### src/rtl/pong_ctrl_pkg.sv
// Shared encodings for the Pong game-flow sequencer.
// States, serve directions and winner codes.
package pong_ctrl_pkg;

    typedef enum logic [2:0] {
        ST_IDLE       = 3'd0,
        ST_SERVE_WAIT = 3'd1,
        ST_PLAY       = 3'd2,
        ST_POINT      = 3'd3,
        ST_GAME_OVER  = 3'd4
    } state_e;

    localparam logic SERVE_LEFT  = 1'b0;
    localparam logic SERVE_RIGHT = 1'b1;

    localparam logic [1:0] WINNER_NONE = 2'b00;
    localparam logic [1:0] WINNER_P1   = 2'b01;
    localparam logic [1:0] WINNER_P2   = 2'b10;

endpackage

### src/rtl/pong_frame_timer.sv
// Frame tick from Vsync falling edge plus a clearable frame counter.
// Ports: clk_i, rst_n_i, clear_i, vsync_i -> tick_o, count_o.
module pong_frame_timer #(
    parameter int CNT_W = 7
) (
    input  logic             clk_i,
    input  logic             rst_n_i,
    input  logic             clear_i,
    input  logic             vsync_i,
    output logic             tick_o,
    output logic [CNT_W-1:0] count_o
);

    logic [1:0] vs_q;

    // Edge is seen between the two history stages, so the tick
    // comes one cycle after the low level is first sampled.
    assign tick_o = vs_q[1] & ~vs_q[0];

    always_ff @(posedge clk_i or negedge rst_n_i) begin
        if (!rst_n_i) begin
            vs_q    <= 2'b00;
            count_o <= '0;
        end else begin
            vs_q <= {vs_q[0], vsync_i};
            if (clear_i)
                count_o <= '0;
            else if (tick_o)
                count_o <= count_o + CNT_W'(1);
        end
    end

endmodule

### src/rtl/pong_game_ctrl.sv
// Pong game-flow sequencer: phases, scores, winner, ball/paddle controls.
// In: clk_i, rst_n_i, Vsync_i, Game_Start_i, P1/P2_Miss_i. Out: ball, paddle, scores, state.
module pong_game_ctrl
    import pong_ctrl_pkg::*;
#(
    parameter int WIN_SCORE          = 9,
    parameter int SCORE_WIDTH        = 4,
    parameter int SERVE_DELAY_FRAMES = 60,
    parameter int POINT_HOLD_FRAMES  = 90
) (
    input  logic                   clk_i,
    input  logic                   rst_n_i,
    input  logic                   Vsync_i,
    input  logic                   Game_Start_i,
    input  logic                   P1_Miss_i,
    input  logic                   P2_Miss_i,
    output logic                   Ball_Run_o,
    output logic                   Ball_Reset_o,
    output logic                   Serve_Dir_o,
    output logic                   Paddle_En_o,
    output logic [SCORE_WIDTH-1:0] P1_Score_o,
    output logic [SCORE_WIDTH-1:0] P2_Score_o,
    output logic [1:0]             Winner_o,
    output logic [2:0]             State_o
);

    localparam int MAX_F = (SERVE_DELAY_FRAMES > POINT_HOLD_FRAMES)
                         ? SERVE_DELAY_FRAMES : POINT_HOLD_FRAMES;
    localparam int CNT_W = $clog2(MAX_F + 1);

    localparam logic [CNT_W-1:0] SERVE_LAST = CNT_W'(SERVE_DELAY_FRAMES - 1);
    localparam logic [CNT_W-1:0] HOLD_LAST  = CNT_W'(POINT_HOLD_FRAMES - 1);
    localparam logic [SCORE_WIDTH-1:0] WIN  = SCORE_WIDTH'(WIN_SCORE);
    localparam logic [SCORE_WIDTH-1:0] ONE  = SCORE_WIDTH'(1);

    state_e                 state_q, state_n;
    logic [SCORE_WIDTH-1:0] p1_n, p2_n;
    logic [1:0]             win_n;
    logic                   dir_n;
    logic                   bres_n;
    logic                   tick;
    logic [CNT_W-1:0]       count;

    // Counter restarts on every state entry, dropping a coincident tick.
    pong_frame_timer #(
        .CNT_W (CNT_W)
    ) u_timer (
        .clk_i   (clk_i),
        .rst_n_i (rst_n_i),
        .clear_i (state_n != state_q),
        .vsync_i (Vsync_i),
        .tick_o  (tick),
        .count_o (count)
    );

    always_comb begin
        state_n = state_q;
        p1_n    = P1_Score_o;
        p2_n    = P2_Score_o;
        win_n   = Winner_o;
        dir_n   = Serve_Dir_o;
        bres_n  = 1'b0;
        case (state_q)
            ST_IDLE, ST_GAME_OVER: begin
                if (Game_Start_i) begin
                    p1_n    = '0;
                    p2_n    = '0;
                    win_n   = WINNER_NONE;
                    dir_n   = SERVE_RIGHT;
                    bres_n  = 1'b1;
                    state_n = ST_SERVE_WAIT;
                end
            end
            ST_SERVE_WAIT: begin
                if (tick && count == SERVE_LAST)
                    state_n = ST_PLAY;
            end
            ST_PLAY: begin
                if (P1_Miss_i && P2_Miss_i) begin
                    state_n = ST_POINT;
                end else if (P1_Miss_i) begin
                    dir_n   = SERVE_LEFT;
                    state_n = ST_POINT;
                    if (P2_Score_o < WIN)
                        p2_n = P2_Score_o + ONE;
                    if (p2_n == WIN) begin
                        win_n   = WINNER_P2;
                        state_n = ST_GAME_OVER;
                    end
                end else if (P2_Miss_i) begin
                    dir_n   = SERVE_RIGHT;
                    state_n = ST_POINT;
                    if (P1_Score_o < WIN)
                        p1_n = P1_Score_o + ONE;
                    if (p1_n == WIN) begin
                        win_n   = WINNER_P1;
                        state_n = ST_GAME_OVER;
                    end
                end
            end
            ST_POINT: begin
                if (tick && count == HOLD_LAST) begin
                    bres_n  = 1'b1;
                    state_n = ST_SERVE_WAIT;
                end
            end
            default: state_n = ST_IDLE;
        endcase
    end

    always_ff @(posedge clk_i or negedge rst_n_i) begin
        if (!rst_n_i) begin
            state_q      <= ST_IDLE;
            P1_Score_o   <= '0;
            P2_Score_o   <= '0;
            Winner_o     <= WINNER_NONE;
            Serve_Dir_o  <= SERVE_RIGHT;
            Ball_Run_o   <= 1'b0;
            Ball_Reset_o <= 1'b0;
            Paddle_En_o  <= 1'b0;
        end else begin
            state_q      <= state_n;
            P1_Score_o   <= p1_n;
            P2_Score_o   <= p2_n;
            Winner_o     <= win_n;
            Serve_Dir_o  <= dir_n;
            Ball_Run_o   <= (state_n == ST_PLAY);
            Ball_Reset_o <= bres_n;
            Paddle_En_o  <= (state_n == ST_SERVE_WAIT) ||
                            (state_n == ST_PLAY) ||
                            (state_n == ST_POINT);
        end
    end

    assign State_o = state_q;

endmodule
### config.mk
export PLATFORM = sky130hd
export DESIGN_NAME = pong_game_ctrl
export DESIGN_NICKNAME = d
export VERILOG_FILES = /design/src/rtl/pong_ctrl_pkg.sv /design/src/rtl/pong_frame_timer.sv /design/src/rtl/pong_game_ctrl.sv
export SDC_FILE = /design/constraint.sdc
export NUM_CORES = 1
export LEC_CHECK = 0
export BUFFER_PORTS_ARGS = -buffer_cell sky130_fd_sc_hd__buf_2
export CORE_MARGIN = 2
export CORE_UTILIZATION = 55
export CTS_BUF_LIST = sky130_fd_sc_hd__clkbuf_16
export DETAILED_ROUTE_END_ITERATION = 7
export PLACE_DENSITY = 0.8
export SLEW_MARGIN = 20
export SYNTH_ARGS = -nofsm -noshare
export SYNTH_HDL_FRONTEND = slang
export SYNTH_SLANG_ARGS = --single-unit
### constraint.sdc
create_clock -name clk_i -period 2.45 [get_ports clk_i]
set_input_delay 0 -clock clk_i [delete_from_list [all_inputs] [get_ports clk_i]]
set_output_delay 0 -clock clk_i [all_outputs]
set_load 0.01 [all_outputs]
==> impl_metrics.ini, run 1 <==
[floorplan]
design.die.area_sq_um = 3390
die_w_microns = 58.2
die_boundary_height_microns = 58.2
placementRows = 19
design.core.area_sq_um = 2780
boundary_pin_count = 23
initial_utilization_pct = 58.2

[critical_path]
critical-path-max-stage-delay_ns = 0.45
crit_path_start = P1_Score_o[1]
setup.worst_path.start_class = flop
r2r-start = P1_Score_o[1]
end_kind = flop
cp.arrival_ns = 2.51
ff2ff_path_depth = 8
critPathRequiredTime_ns = 2.63
worstPathCellList = inv_1, ha_1, and4bb_1, a31o_2, o32ai_4, o221ai_2, a21o_4, nor3_2
timing_worst_setup_path_type = reg -> reg
cp_slowest_cell = dfrtp_1
largest_fanout_on_the_critical_path = 7

[clock_network]
h-tree-depth = 1
tritoncts = yes
cts.repair_timing.setup_buffer_count = 0
clock_sinks = 26
clock_pin_slew_worst_setup_and_hold_paths_ns = 0.07
root_buffer = clkbuf_16
maximum_clock_path_buffer_count = 2
worstSkewPairLatency_ns = 0.26
tritoncts.num_buffers = 3

[sta]
grt_setup_unrepaired = false
worst_slew_margin_rel_pct = 60.9
final_max_slew_viol_count = 0
hold_violations = 0
finalWorstSetupSlack_ns = 0.127
setup_total_negative_slack_ns = 0
fmaxAchievable_mhz = 430
hold_slack_ns = 0.147
part_of_the_cycle_the_worst_path_needs_pct = 94.8
clock_skew_ns = 0.00658
tightestPinTransition_ns = 0.587
period_minus_slack_ns = 2.32
setup_viol_count_final = 0

[placement]
hpwl_mm = 2.42
place_ws_ns = 0.136
numPortBuffers = 22
detailed_place.area_sq_um = 1760
gpl.final_weighted_congestion = 0.828
place_inst = 210

[hold_path]
min_path_cells = 3
min-delay-start = Game_Start_i
hold_class = in -> reg

[power_and_ir_drop]
power.share.switching_pct = 34.2
fraction_of_power_consumed_by_the_clock_network_pct = 29.1
power_frac_seq_pct = 37.8
internal-power_mw = 1.08
power.combinational.fraction_pct = 33.1
ir_drop_uv = 718
netSwitchingPower_uw = 562
power_per_cell_area_nw_per_um2 = 871
power_leakage_nw = 0.860
design_power_total_mw = 1.64

[synthesis]
syn_area_per_cell_sq_um = 10.2
post_synth_instance_area_sq_um = 1620
proportion_of_synthesized_chip_area_in_sequential_cells_pct = 40.3
syn_nets = 171
synthFlopType = dfrtp_1
yosys_register_bits = 26
syn-instance-count = 159
synthArstFlopShare_pct = 100
synth_edf_count = 0
yosysWarningCount = 0
synth.distinct_cells = 50

[route]
vias = 1271
detail_route.drc_violations = 0
first_pass_iteration_count_of_the_detailed_router = 4
final_wl_mm = 3.34
ant_nets = 0
detailed_route_vias_per_instance = 5.88
detailedRoute.firstIterationViolations = 55
route.detailed.wl_per_inst_microns = 15.5

[layout]
final_layout_size_suffix_gt1_share_pct = 29.2
post-route-util_pct = 67.7
mostFrequentLayoutCell = dfrtp_1
layout.nets = 198
design_area_sq_um = 1880
layout-area-overhead-vs-synth_pct = 16.5
layout_common_cells = dfrtp_1, buf_2, nand2_1, nor2_1, nor3_2
layoutNonFillerInstCount = 216
n_antenna_cell = 0

[run]
max_cap_viol_count = 0

[global_routing]
maximum_number_of_pins_on_one_net_before_global_route_repair = 27
grt_first_pass_wirelength_mm = 5.57
global_route.usage.total_pct = 21.9
initial_antenna_violation_count = 0
global_route.overflow_total = 0
grt_pass1_vias = 1220

[run_status]
outcome = finished, final reports clean
## cell usage after synthesis (2+ instances only)
| cell type | number | area (sq um) |
|---|---|---|
| inv_1 | 8 | 30.0 |
| a21oi_1 | 8 | 40.0 |
| nor2_1 | 12 | 45.0 |
| xor2_1 | 5 | 43.8 |
| and2_1 | 3 | 18.8 |
| o21ai_0 | 8 | 40.0 |
| nand2b_1 | 5 | 31.3 |
| nand4_1 | 3 | 18.8 |
| nor3_2 | 10 | 100 |
| nand2_1 | 14 | 52.6 |
| ha_1 | 6 | 75.1 |
| nand3_1 | 5 | 25.0 |
| clkbuf_1 | 3 | 11.3 |
| nor2b_1 | 6 | 37.5 |
| dfrtp_1 | 25 | 626 |
| mux2i_1 | 2 | 20.0 |
| xnor2_1 | 3 | 26.3 |
## critical path, delay by kind of cell, from the launching register on
kind	cells	cell delay [ns]
AOI/OAI and AO/OA	4	0.93
buffers and inverters	1	0.10
and+or+nand+nor	2	0.41
adders and majority gates	1	0.36
DFF	1	0.45
## power groups by stage
| stage | sequential [mW] | clock (mW) | combinational, mW |
|---|---|---|---|
| after detailed placement | 0.624 | 0 | 0.540 |
| final | 0.621 | 0.477 | 0.543 |
| after global placement | 0.614 | 0 | 0.515 |
| after global routing | 0.631 | 0.497 | 0.604 |
| after floorplan | 0.634 | 0 | 0.370 |
| after CTS | 0.620 | 0.486 | 0.546 |
## metal layers
metal  global-route usage [%]  part of all wire (%)  routed length, microns
met5                        0                     0                       0
met4                     9.63                   1.8                      59
met3                     2.68                   2.2                      74
met2                     37.2                    49                    1650
met1                     28.0                    47                    1560
## registers in the layout (all words and copies together), names as in the netlist
register         flops
Serve_Dir_o          1
P1_Score_o           4
u_timer.vs_q         2
Ball_Run_o           1
u_timer.count_o      7
Ball_Reset_o         1
P2_Score_o           4
Winner_o             2
State_o              3
Paddle_En_o          1
## cell type report
class                   instances  area, sq um
multi-input cells             121          913
flip-flops and latches         26          652
fillers                       223          897
inverters                       8         30.0
repair buffers                 26          145
well taps                      31         38.8
clock buffers                   3         75.1
clock inverters                 1         30.0
## worst paths after layout
check	to	slack (ns)
worst max-delay path	u_timer.count_o[2]	0.13
worst min-delay path	State_o[2]	0.15
worst max register to register	u_timer.count_o[2]	0.13
worst min register to register	u_timer.vs_q[1]	0.38
max in group asynchronous	u_timer.vs_q[1]	1.79
min in group asynchronous	P2_Score_o[1]	0.27
## repair_timing
item,CTS,global route
setup endpoints to repair,0,0
hold endpoints to repair,26,0
hold buffers,2,0
resized for setup,0,0
## cells by family after synthesis
logic type	share of synthesized area [%]
flip-flops	40.3
AO/OA/AOI/OAI	17.6
multiplexers	1.24
adder cells (fa/ha/maj)	4.64
AND/OR/NAND/NOR	28.6
buffers and inverters	3.25
XOR/XNOR	4.33
Power figures use the tool's default switching activity.
==> run 2, diff against run 1 <==
Settings changed: PLACE_DENSITY 0.8 to 0.77.
==> impl_metrics.ini, run 2 (same netlist as run 1, synthesis figures left out) <==
[run_status]
outcome = finished, final reports clean

[clock_network]
h-tree-depth = 1
worstSkewPairLatency_ns = 0.26
tritoncts.num_buffers = 3
tritoncts = yes
clock_sinks = 26
cts_hold_repair.buffers = 2
root_buffer = clkbuf_16
cts.repair_timing.setup_buffer_count = 0
clock_pin_slew_worst_setup_and_hold_paths_ns = 0.06
maximum_clock_path_buffer_count = 2
cts.repair.resized = 0

[power_and_ir_drop]
power_per_cell_area_nw_per_um2 = 862
power_leakage_nw = 0.860
ir_drop_uv = 559

[route]
ant_nets = 0
detailedRoute.firstIterationViolations = 49
first_pass_iteration_count_of_the_detailed_router = 4
route.detailed.wl_per_inst_microns = 14.9
final_wl_mm = 3.23
vias = 1266
detail_route.drc_violations = 0
detailed_route_vias_per_instance = 5.86

[floorplan]
placementRows = 19
design.core.area_sq_um = 2780
boundary_pin_count = 23
design.die.area_sq_um = 3390
initial_utilization_pct = 58.2
die_boundary_height_microns = 58.2
die_w_microns = 58.2

[layout]
layout-area-overhead-vs-synth_pct = 16.5
mostFrequentLayoutCell = dfrtp_1
reg_top3 = u_timer.count_o x7, P1_Score_o x4, P2_Score_o x4
regMostFlops = u_timer.count_o
multi_input_area_sq_um = 913
n_antenna_cell = 0
register_area_sq_um = 652
layout_common_cells = dfrtp_1, buf_2, nand2_1, nor2_1, nor3_2
layout.nets = 198
design_area_sq_um = 1880
post-route-util_pct = 67.7
final_layout_size_suffix_gt1_share_pct = 29.2
largest_register_ff_count = 7
filler_cell_count = 203

[run]
max_cap_viol_count = 0

[sta]
fmaxAchievable_mhz = 436
hold_violations = 0
period_minus_slack_ns = 2.29
setup_total_negative_slack_ns = 0
worst_slew_margin_rel_pct = 61.5
final_max_slew_viol_count = 0
setup_viol_count_final = 0
clock_skew_ns = 0.00288
part_of_the_cycle_the_worst_path_needs_pct = 93.6
tightestPinTransition_ns = 0.577
grt_setup_unrepaired = false

[critical_path]
end_kind = flop
largest_fanout_on_the_critical_path = 8
cp_slowest_cell = dfrtp_1
timing_worst_setup_path_type = reg -> reg
worstPathCellList = inv_1, ha_1, nor4b_2, o21ai_1, o21ba_2, a31oi_4, o2111ai_2, or3_1
critPathRequiredTime_ns = 2.58
setup.worst_path.start_class = flop
critical-path-max-stage-delay_ns = 0.47
cpLargestDelayFamily = compound AO/OA/AOI/OAI gates
cp.arrival_ns = 2.43
worst-path-buf-inv = 1

[hold_path]
hold_class = in -> reg

[global_routing]
grt_pass1_vias = 1247
global_route.usage.total_pct = 21.2
maximum_number_of_pins_on_one_net_before_global_route_repair = 27
initial_antenna_violation_count = 0
global_route.overflow_total = 0
grt_first_pass_wirelength_mm = 5.60

[placement]
hpwl_mm = 2.33
detailed_place.area_sq_um = 1760
numPortBuffers = 22
gpl.final_weighted_congestion = 0.826
-- run 2: final cells by class --
class	count	share of cell area, %
clock buffers	3	3.98
clock inverters	1	1.59
inverters	8	1.59
multi-input cells	121	48.5
flip-flops and latches	26	34.6
well taps	31	2.06
repair buffers	26	7.70
-- run 2: path summary, 6_finish.rpt --
path                            startpoint                  to  slack (ns)  cells after the start
max                          P2_Score_o[0]         Paddle_En_o        0.16                      8
min                              P1_Miss_i         Winner_o[1]        0.12                      3
max reg2reg                  P2_Score_o[0]         Paddle_En_o        0.16                      8
min reg2reg                u_timer.vs_q[0]     u_timer.vs_q[1]        0.39                      0
max in group asynchronous          rst_n_i  u_timer.count_o[3]        1.79                      2
min in group asynchronous          rst_n_i  u_timer.count_o[2]        0.27                      2
-- run 2: per-layer routing --
layer  GRT usage (%)  vias up  wire length [microns]
met4            9.30        0                     43
li1                -      614                      -
met5               0        -                      0
met1            28.5      613                   1460
met2            34.4       35                   1580
met3            2.68        4                    140
-- run 2: report_power, final --
part           internal (mW)  switching, mW  total [mW]  leakage [nW]
clock network          0.325          0.142       0.466        0.0511
registers              0.510          0.106       0.616         0.334
logic                  0.243          0.298       0.541         0.475
-- run 2: metrics by stage --
step	std cells	hold slack [ns]	power (mW)	setup WS, ns
6_report	216	0.117	1.62	0.156
5_1_grt	216	0.141	1.73	0.0132
4_1_cts	216	0.114	1.64	0.156
3_5_place_dp	210	0.0276	1.16	0.172
3_3_place_gp	210	0.0274	1.13	0.238
2_1_floorplan	159	-0.296	1.00	0.188
-- run 2: worst reg2reg max path, cell delays in order (launching register included) --
cell and delay (ns):
dfrtp_1 0.47, inv_1 0.07, ha_1 0.32, nor4b_2 0.25, o21ai_1 0.14, o21ba_2 0.25
a31oi_4 0.21, o2111ai_2 0.14, or3_1 0.32
